File: src/rtl/brush_color_mapper_pkg.sv
// paint_pkg: shared colour/brush types and the default canvas geometry and
// colours used by brush_color_mapper and its brush_hit slices.
package paint_pkg;

  localparam int COORD_W_DEF   = 10;
  localparam int CANVAS_X0_DEF = 60;
  localparam int CANVAS_X1_DEF = 580;
  localparam int CANVAS_Y0_DEF = 60;
  localparam int CANVAS_Y1_DEF = 420;

  localparam logic [23:0] BORDER_RGB_DEF = 24'h888888;
  localparam logic [23:0] BG_RGB_DEF     = 24'h000000;

  typedef struct packed {
    logic [7:0] r;
    logic [7:0] g;
    logic [7:0] b;
  } rgb_t;

  // Brush slot at the default coordinate width.
  typedef struct packed {
    logic                   en;
    logic [COORD_W_DEF-1:0] x;
    logic [COORD_W_DEF-1:0] y;
    logic [COORD_W_DEF-1:0] size;
    rgb_t                   rgb;
  } brush_t;

  function automatic rgb_t to_rgb(input logic [23:0] v);
    return rgb_t'(v);
  endfunction

endpackage

File: src/rtl/brush_color_mapper_if.sv
// Pixel stream and brush-table write bus for brush_color_mapper.
// master = pixel/config source, slave = the mapper.
interface brush_color_mapper_if
  import paint_pkg::*;
#(
  parameter int NUM_BRUSH = 4,
  parameter int COORD_W   = COORD_W_DEF
);
  localparam int IDX_W = (NUM_BRUSH > 1) ? $clog2(NUM_BRUSH) : 1;

  logic [COORD_W-1:0] DrawX;
  logic [COORD_W-1:0] DrawY;
  logic               pix_valid_in;
  logic               frame_start;

  logic               brush_we;
  logic [IDX_W-1:0]   brush_idx;
  logic               brush_en;
  logic [COORD_W-1:0] brush_x;
  logic [COORD_W-1:0] brush_y;
  logic [COORD_W-1:0] brush_size;
  logic [7:0]         brush_r;
  logic [7:0]         brush_g;
  logic [7:0]         brush_b;

  logic [7:0]         Red;
  logic [7:0]         Green;
  logic [7:0]         Blue;
  logic               pix_valid_out;
  logic [3:0]         hit_idx;

  modport master (
    output DrawX, DrawY, pix_valid_in, frame_start,
    output brush_we, brush_idx, brush_en, brush_x, brush_y, brush_size,
    output brush_r, brush_g, brush_b,
    input  Red, Green, Blue, pix_valid_out, hit_idx
  );

  modport slave (
    input  DrawX, DrawY, pix_valid_in, frame_start,
    input  brush_we, brush_idx, brush_en, brush_x, brush_y, brush_size,
    input  brush_r, brush_g, brush_b,
    output Red, Green, Blue, pix_valid_out, hit_idx
  );

endinterface

File: src/rtl/brush_color_mapper_brush_hit.sv
// brush_hit: stages 1-2 of the mapper for one circular brush.
// Stage 1 registers the signed offsets from the centre, stage 2 registers
// the inside-circle decision. Squares are formed at 2*COORD_W+3 bits so the
// largest sum of squares cannot wrap.
module brush_hit
  import paint_pkg::*;
#(
  parameter int COORD_W = COORD_W_DEF
) (
  input  logic               Clk,
  input  logic               Reset,
  input  logic [COORD_W-1:0] draw_x,
  input  logic [COORD_W-1:0] draw_y,
  input  logic               en,
  input  logic [COORD_W-1:0] bx,
  input  logic [COORD_W-1:0] by,
  input  logic [COORD_W-1:0] bsize,
  input  rgb_t               rgb_in,
  output logic               hit,
  output rgb_t               rgb_out
);

  localparam int DW = COORD_W + 1;
  localparam int SW = 2 * COORD_W + 3;

  logic signed [DW-1:0] dist_x;
  logic signed [DW-1:0] dist_y;
  logic [COORD_W-1:0]   size_s1;
  logic                 en_s1;
  rgb_t                 rgb_s1;

  logic signed [SW-1:0] dx_e;
  logic signed [SW-1:0] dy_e;
  logic signed [SW-1:0] sq_x;
  logic signed [SW-1:0] sq_y;
  logic [SW-1:0]        size_e;
  logic [SW-1:0]        sq_sum;
  logic [SW-1:0]        sz_sq;

  // Stage 1: offsets from the brush centre, with the slot snapshot riding along.
  always_ff @(posedge Clk) begin
    if (Reset) begin
      dist_x  <= '0;
      dist_y  <= '0;
      size_s1 <= '0;
      en_s1   <= 1'b0;
      rgb_s1  <= '0;
    end else begin
      dist_x  <= $signed({1'b0, draw_x}) - $signed({1'b0, bx});
      dist_y  <= $signed({1'b0, draw_y}) - $signed({1'b0, by});
      size_s1 <= bsize;
      en_s1   <= en;
      rgb_s1  <= rgb_in;
    end
  end

  assign dx_e   = {{(SW-DW){dist_x[DW-1]}}, dist_x};
  assign dy_e   = {{(SW-DW){dist_y[DW-1]}}, dist_y};
  assign sq_x   = dx_e * dx_e;
  assign sq_y   = dy_e * dy_e;
  assign sq_sum = $unsigned(sq_x + sq_y);
  assign size_e = {{(SW-COORD_W){1'b0}}, size_s1};
  assign sz_sq  = size_e * size_e;

  // Stage 2: inside-or-on-circle decision for an enabled slot.
  always_ff @(posedge Clk) begin
    if (Reset) begin
      hit     <= 1'b0;
      rgb_out <= '0;
    end else begin
      hit     <= en_s1 && (sq_sum <= sz_sq);
      rgb_out <= rgb_s1;
    end
  end

endmodule

File: src/rtl/brush_color_mapper.sv
// brush_color_mapper: 3-stage pixel colour pipeline over NUM_BRUSH circular
// brushes with a canvas border. Border wins, then the lowest-index hitting
// brush, then the background.
// Build option: BRUSH_SHADOW_EN -- brush writes go to a shadow table that is
// copied to the active table when frame_start is high; otherwise writes go
// straight to the active table and frame_start is unused.
module brush_color_mapper
  import paint_pkg::*;
#(
  parameter int          NUM_BRUSH  = 4,
  parameter int          COORD_W    = COORD_W_DEF,
  parameter int          CANVAS_X0  = CANVAS_X0_DEF,
  parameter int          CANVAS_X1  = CANVAS_X1_DEF,
  parameter int          CANVAS_Y0  = CANVAS_Y0_DEF,
  parameter int          CANVAS_Y1  = CANVAS_Y1_DEF,
  parameter logic [23:0] BORDER_RGB = BORDER_RGB_DEF,
  parameter logic [23:0] BG_RGB     = BG_RGB_DEF
) (
  input  logic                 Clk,
  input  logic                 Reset,
  brush_color_mapper_if.slave  bus
);

  localparam int IDX_W = (NUM_BRUSH > 1) ? $clog2(NUM_BRUSH) : 1;

  localparam logic [COORD_W-1:0] CX0 = COORD_W'(CANVAS_X0);
  localparam logic [COORD_W-1:0] CX1 = COORD_W'(CANVAS_X1);
  localparam logic [COORD_W-1:0] CY0 = COORD_W'(CANVAS_Y0);
  localparam logic [COORD_W-1:0] CY1 = COORD_W'(CANVAS_Y1);

  // Same fields as paint_pkg::brush_t, sized to this instance's COORD_W.
  typedef struct packed {
    logic               en;
    logic [COORD_W-1:0] x;
    logic [COORD_W-1:0] y;
    logic [COORD_W-1:0] size;
    rgb_t               rgb;
  } slot_t;

  slot_t act_tbl [NUM_BRUSH];
  slot_t wr_slot;
  logic  wr_ok;

  assign wr_slot = '{en: bus.brush_en, x: bus.brush_x, y: bus.brush_y,
                     size: bus.brush_size,
                     rgb: '{r: bus.brush_r, g: bus.brush_g, b: bus.brush_b}};
  assign wr_ok   = bus.brush_we &&
                   ({1'b0, bus.brush_idx} < (IDX_W+1)'(NUM_BRUSH));

`ifdef BRUSH_SHADOW_EN
  slot_t shd_tbl  [NUM_BRUSH];
  slot_t shd_next [NUM_BRUSH];

  // Shadow table with this cycle's write merged in.
  always_comb begin
    shd_next = shd_tbl;
    if (wr_ok) begin
      for (int i = 0; i < NUM_BRUSH; i++) begin
        if (bus.brush_idx == IDX_W'(i)) shd_next[i] = wr_slot;
      end
    end
  end

  // Shadow captures writes; frame_start publishes it, same-cycle write included.
  always_ff @(posedge Clk) begin
    if (Reset) begin
      for (int i = 0; i < NUM_BRUSH; i++) begin
        shd_tbl[i] <= '0;
        act_tbl[i] <= '0;
      end
    end else begin
      shd_tbl <= shd_next;
      if (bus.frame_start) act_tbl <= shd_next;
    end
  end
`else
  // Writes land directly in the active table.
  always_ff @(posedge Clk) begin
    if (Reset) begin
      for (int i = 0; i < NUM_BRUSH; i++) act_tbl[i] <= '0;
    end else if (wr_ok) begin
      for (int i = 0; i < NUM_BRUSH; i++) begin
        if (bus.brush_idx == IDX_W'(i)) act_tbl[i] <= wr_slot;
      end
    end
  end
`endif

  logic [NUM_BRUSH-1:0] hit_s2;
  rgb_t                 rgb_s2 [NUM_BRUSH];

  for (genvar gi = 0; gi < NUM_BRUSH; gi++) begin : g_brush
    brush_hit #(.COORD_W(COORD_W)) u_hit (
      .Clk     (Clk),
      .Reset   (Reset),
      .draw_x  (bus.DrawX),
      .draw_y  (bus.DrawY),
      .en      (act_tbl[gi].en),
      .bx      (act_tbl[gi].x),
      .by      (act_tbl[gi].y),
      .bsize   (act_tbl[gi].size),
      .rgb_in  (act_tbl[gi].rgb),
      .hit     (hit_s2[gi]),
      .rgb_out (rgb_s2[gi])
    );
  end

  logic border_in;
  logic border_s1, border_s2;
  logic v_s1, v_s2;

  assign border_in = (bus.DrawX < CX0) || (bus.DrawX > CX1) ||
                     (bus.DrawY < CY0) || (bus.DrawY > CY1);

  // Border flag and valid travel alongside the per-brush stages.
  always_ff @(posedge Clk) begin
    if (Reset) begin
      border_s1 <= 1'b0;
      border_s2 <= 1'b0;
      v_s1      <= 1'b0;
      v_s2      <= 1'b0;
    end else begin
      border_s1 <= border_in;
      border_s2 <= border_s1;
      v_s1      <= bus.pix_valid_in;
      v_s2      <= v_s1;
    end
  end

  rgb_t       sel_rgb;
  logic [3:0] sel_idx;

  // Priority select: walk downwards so the lowest hitting index wins.
  always_comb begin
    sel_rgb = to_rgb(BG_RGB);
    sel_idx = 4'hF;
    for (int i = NUM_BRUSH - 1; i >= 0; i--) begin
      if (hit_s2[i]) begin
        sel_rgb = rgb_s2[i];
        sel_idx = 4'(i);
      end
    end
    if (border_s2) begin
      sel_rgb = to_rgb(BORDER_RGB);
      sel_idx = 4'hF;
    end
  end

  // Stage 3: registered colour, index and valid.
  always_ff @(posedge Clk) begin
    if (Reset) begin
      bus.Red           <= 8'h00;
      bus.Green         <= 8'h00;
      bus.Blue          <= 8'h00;
      bus.hit_idx       <= 4'hF;
      bus.pix_valid_out <= 1'b0;
    end else begin
      bus.Red           <= sel_rgb.r;
      bus.Green         <= sel_rgb.g;
      bus.Blue          <= sel_rgb.b;
      bus.hit_idx       <= sel_idx;
      bus.pix_valid_out <= v_s2;
    end
  end

endmodule

File: src/flat_wrapper.sv
// flat-port wrapper written by rule: the top's interface ports become plain ports
module brush_color_mapper_flat import paint_pkg::*;
#(
  parameter int          NUM_BRUSH  = 4,
  parameter int          COORD_W    = COORD_W_DEF,
  parameter int          CANVAS_X0  = CANVAS_X0_DEF,
  parameter int          CANVAS_X1  = CANVAS_X1_DEF,
  parameter int          CANVAS_Y0  = CANVAS_Y0_DEF,
  parameter int          CANVAS_Y1  = CANVAS_Y1_DEF,
  parameter logic [23:0] BORDER_RGB = BORDER_RGB_DEF,
  parameter logic [23:0] BG_RGB     = BG_RGB_DEF
)
  (Clk, Reset, bus_DrawX, bus_DrawY, bus_pix_valid_in, bus_frame_start, bus_brush_we, bus_brush_idx, bus_brush_en, bus_brush_x, bus_brush_y, bus_brush_size, bus_brush_r, bus_brush_g, bus_brush_b, bus_Red, bus_Green, bus_Blue, bus_pix_valid_out, bus_hit_idx);
  brush_color_mapper_if #(.NUM_BRUSH(NUM_BRUSH), .COORD_W(COORD_W)) bus_i ();
  input  logic Clk;
  input  logic Reset;
  input wire logic [$bits(bus_i.DrawX)-1:0] bus_DrawX;
  input wire logic [$bits(bus_i.DrawY)-1:0] bus_DrawY;
  input wire logic [$bits(bus_i.pix_valid_in)-1:0] bus_pix_valid_in;
  input wire logic [$bits(bus_i.frame_start)-1:0] bus_frame_start;
  input wire logic [$bits(bus_i.brush_we)-1:0] bus_brush_we;
  input wire logic [$bits(bus_i.brush_idx)-1:0] bus_brush_idx;
  input wire logic [$bits(bus_i.brush_en)-1:0] bus_brush_en;
  input wire logic [$bits(bus_i.brush_x)-1:0] bus_brush_x;
  input wire logic [$bits(bus_i.brush_y)-1:0] bus_brush_y;
  input wire logic [$bits(bus_i.brush_size)-1:0] bus_brush_size;
  input wire logic [$bits(bus_i.brush_r)-1:0] bus_brush_r;
  input wire logic [$bits(bus_i.brush_g)-1:0] bus_brush_g;
  input wire logic [$bits(bus_i.brush_b)-1:0] bus_brush_b;
  output wire logic [$bits(bus_i.Red)-1:0] bus_Red;
  output wire logic [$bits(bus_i.Green)-1:0] bus_Green;
  output wire logic [$bits(bus_i.Blue)-1:0] bus_Blue;
  output wire logic [$bits(bus_i.pix_valid_out)-1:0] bus_pix_valid_out;
  output wire logic [$bits(bus_i.hit_idx)-1:0] bus_hit_idx;
  assign bus_i.DrawX = bus_DrawX;
  assign bus_i.DrawY = bus_DrawY;
  assign bus_i.pix_valid_in = bus_pix_valid_in;
  assign bus_i.frame_start = bus_frame_start;
  assign bus_i.brush_we = bus_brush_we;
  assign bus_i.brush_idx = bus_brush_idx;
  assign bus_i.brush_en = bus_brush_en;
  assign bus_i.brush_x = bus_brush_x;
  assign bus_i.brush_y = bus_brush_y;
  assign bus_i.brush_size = bus_brush_size;
  assign bus_i.brush_r = bus_brush_r;
  assign bus_i.brush_g = bus_brush_g;
  assign bus_i.brush_b = bus_brush_b;
  assign bus_Red = bus_i.Red;
  assign bus_Green = bus_i.Green;
  assign bus_Blue = bus_i.Blue;
  assign bus_pix_valid_out = bus_i.pix_valid_out;
  assign bus_hit_idx = bus_i.hit_idx;
  brush_color_mapper #(.NUM_BRUSH(NUM_BRUSH), .COORD_W(COORD_W), .CANVAS_X0(CANVAS_X0), .CANVAS_X1(CANVAS_X1), .CANVAS_Y0(CANVAS_Y0), .CANVAS_Y1(CANVAS_Y1), .BORDER_RGB(BORDER_RGB), .BG_RGB(BG_RGB)) u_core (.Clk(Clk), .Reset(Reset), .bus(bus_i));
endmodule
File: config.mk
export PLATFORM = sky130hd
export DESIGN_NAME = brush_color_mapper_flat
export DESIGN_NICKNAME = d
export VERILOG_FILES = /design/src/rtl/brush_color_mapper_pkg.sv /design/src/rtl/brush_color_mapper_if.sv /design/src/rtl/brush_color_mapper_brush_hit.sv /design/src/rtl/brush_color_mapper.sv /design/src/flat_wrapper.sv
export SDC_FILE = /design/constraint.sdc
export NUM_CORES = 2
export LEC_CHECK = 0
export CAP_MARGIN = 20
export CORE_MARGIN = 8
export CORE_UTILIZATION = 57
export CTS_BUF_LIST = sky130_fd_sc_hd__clkbuf_16
export CTS_CLUSTER_DIAMETER = 50
export DETAILED_ROUTE_END_ITERATION = 8
export PLACE_DENSITY_LB_ADDON = 0.1
export SYNTH_ARGS = -nofsm -noshare
export SYNTH_HDL_FRONTEND = slang
export SYNTH_SLANG_ARGS = --single-unit
File: constraint.sdc
create_clock -name Clk -period 19.15 [get_ports Clk]
set_clock_uncertainty 0.05 [all_clocks]
set_input_delay 2.8725 -clock Clk [delete_from_list [all_inputs] [get_ports Clk]]
set_output_delay 2.8725 -clock Clk [all_outputs]
set_load 0.01 [all_outputs]
==> out/metrics.cfg <==
[outcome]
status = finished clean

[timing]
tightest_slew_ns = 1.09
fmax_ghz = 0.115
tns_ns = 0
rsz0062_at_grt = no
layout_min_cycle_time_ns = 8.73
report.final.slew_viol_count = 0
max-slew-margin-rel_pct = 27.4
fin_crit_sh_pct = 45.6
setup_viol = 0
final_hold_viol_count = 0

[yosys]
ys_seq_area_share_pct = 20.2
yosysTopAreaCellShare_pct = 34.2
postSynthRegisterBits = 580
synth-edff-count = 220
synthArstFlopShare_pct = 0
synthFlopType = dfxtp_1
syn-num-nets = 8898
synth_cell_types = 67
ys_warn_count = 0
synth.avg_cell_area_um2 = 9.87
synth_top_area_cell = fa_1
synthesis.area_um2 = 68500
syn_inst = 6938
synthTopCellsByArea = fa_1 34%, ha_1 13%, dfxtp_1 11%

[clock_network]
path_clk_slew_ns = 0.06
clockBufferDepth = 3
cts_buffers = 71
cts_resized = 0
htreeDepth = 3
clock-sinks = 580
clk_latency_ns = 0.65
root_buffer = clkbuf_16
cts_hold_buf = 0
cts_tree = built
cts_setup_buffers = 0

[worst_setup_path]
critPathMaxStageDelay_ns = 0.77
required_ns = 19.57
critPathLaunchType = flip-flop
crit_slowest_cell = dfxtp_1
worstSetupPathType = reg -> reg
cpMostUsedCell = fa_1
worst-path-max-fanout = 21
end_kind = flip-flop
cp_data_arrival_time_ns = 9.15

[detailed_routing]
dr.pass1.iters = 5
route.detailed.drc = 0
ant_nets = 0
dr_total_vias = 44500
drt_iter0_markers = 2155
routed_wl_um = 146000
routedWlPerCell_um = 17.0
avgViaCountPerCell = 5.16

[grt]
grt-ovfl-total = 0
first_global_vias = 47000
grt_max_degree = 148
grt_pass1_wl_um = 243000
grt.total_usage_pct = 23.1
antenna_found_initial = 32

[floorplan]
rows = 127
core_um2 = 119000
design.portCount = 111
die_h_um = 363
start_util_pct = 57.3
dieArea_um2 = 131000
die_w_um = 363

[finish]
drive_gt1_share_pct = 2.55
syn_to_final_growth_pct = 7.25
final_nets = 8886

[run]
max_cap_violations = 0

[placement]
hpwlAfterDp_um = 116000
io_buffers = 109
gp_congestion = 0.843

[hold_path]
hp-class = reg -> reg

stage by stage:
step,instance area (um2),setup slack [ns],hold WS (ns),std cells,utilization (%)
after floorplan,68500,11.77,0.364,6938,-
after global placement,71000,10.59,0.366,8465,59.4
after detailed placement,71000,10.48,0.370,8465,59.4
after CTS,73400,10.42,0.379,8596,61.4
after global routing,73400,9.87,0.394,8598,61.4
final,73400,10.42,0.377,8615,61.5
layout make-up:
cell class,instances,area (um2)
multi-input cells,4506,47800
clock inverters,57,549
inverters,1639,6150
flip-flops and latches,580,13800
fillers,10200,46000
clock buffers,74,1850
repair buffers,128,1250
well taps,1612,2020
diodes,19,47.5
kinds of logic after synthesis:
family,synth area share (%)
compound gates,5.12
simple gates,13.9
mux,0.285
xor+xnor,3.22
flops,20.2
fa+ha+maj,47.1
buf+inv,10.2
flip-flops by register name, summed over array words and instances, names as in the netlist, 3 cells and up:
signal / cells
u_core.g_brush.u_hit.dist_x: 44
u_core.bus.Green: 8
u_core.g_brush.u_hit.dist_y: 44
u_core.g_brush.u_hit.rgb_out: 96
u_core.g_brush.u_hit.en_s1: 4
u_core.g_brush.u_hit.rgb_s1: 96
u_core.bus.hit_idx: 3
u_core.act_tbl: 220
u_core.bus.Blue: 8
u_core.bus.Red: 8
u_core.g_brush.u_hit.hit: 4
u_core.g_brush.u_hit.size_s1: 40
placed cells by master (no fill, tap or decap), drive strengths merged, types with 76 or more instances in the layout:
cell,instances
a21o,76
a21oi,162
and2,430
and3,79
clkdlybuf4s50,108
dfxtp,360
edfxtp,220
fa,1170
ha,708
inv,1670
nand2,378
nor2,317
nor2b,393
o21ai,109
xnor2,186
metal layers:
metal	wire, um	GRT usage (%)	vias up	share of wire [%]
li1	-	-	21000	-
met1	63000	31.2	22300	43
met2	70400	38.6	869	48
met3	9400	4.59	219	6.4
met4	3450	5.40	30	2.4
met5	203	0	-	0.14
final timing paths:
kind | start | depth (start not counted) | endpoint | slack, ns
worst max-delay path | u_core.g_brush[3].u_hit.dist_y[10]$_SDFF_PP0_ | 29 | u_core.g_brush[3].u_hit.hit$_SDFF_PP0_ | 10.42
worst min-delay path | u_core.g_brush[1].u_hit.rgb_s1[13]$_SDFF_PP0_ | 1 | u_core.g_brush[1].u_hit.rgb_out[13]$_SDFF_PP0_ | 0.38
worst max register to register | u_core.g_brush[3].u_hit.dist_y[10]$_SDFF_PP0_ | 29 | u_core.g_brush[3].u_hit.hit$_SDFF_PP0_ | 10.42
worst min register to register | u_core.g_brush[1].u_hit.rgb_s1[13]$_SDFF_PP0_ | 1 | u_core.g_brush[1].u_hit.rgb_out[13]$_SDFF_PP0_ | 0.38
synthesized netlist by cell type, types with 11 or more instances:
cell and number:
a211oi_1 28, or2_2 18, xor2_1 66, nand4_1 20, and2_1 430, a22oi_1 23
fa_1 1170, o21a_1 23, nand2_1 378, dfxtp_1 360, ha_1 708, nand3_1 23
nor2_1 317, nor2b_1 393, and3_1 79, inv_1 1639, a21boi_0 31, o21ai_0 104
edfxtp_1 220, xnor2_1 186, or3_1 11, nor3_1 66, a31oi_1 15, mux2_2 12
o211ai_1 12, clkbuf_1 204, a21o_1 76, a21oi_1 162, nand2b_1 53
critical path, delay by kind of cell, from the launching register on:
family / cells / cell delay, ns
buf+inv: 5 / 0.70
fa+ha+maj: 9 / 3.94
xor+xnor: 1 / 0.14
compound gates: 8 / 1.92
flops: 1 / 0.77
simple gates: 6 / 1.06
Power is not shown: default switching activity piles up to over one toggle a cycle in this logic, so the estimate is an artifact.
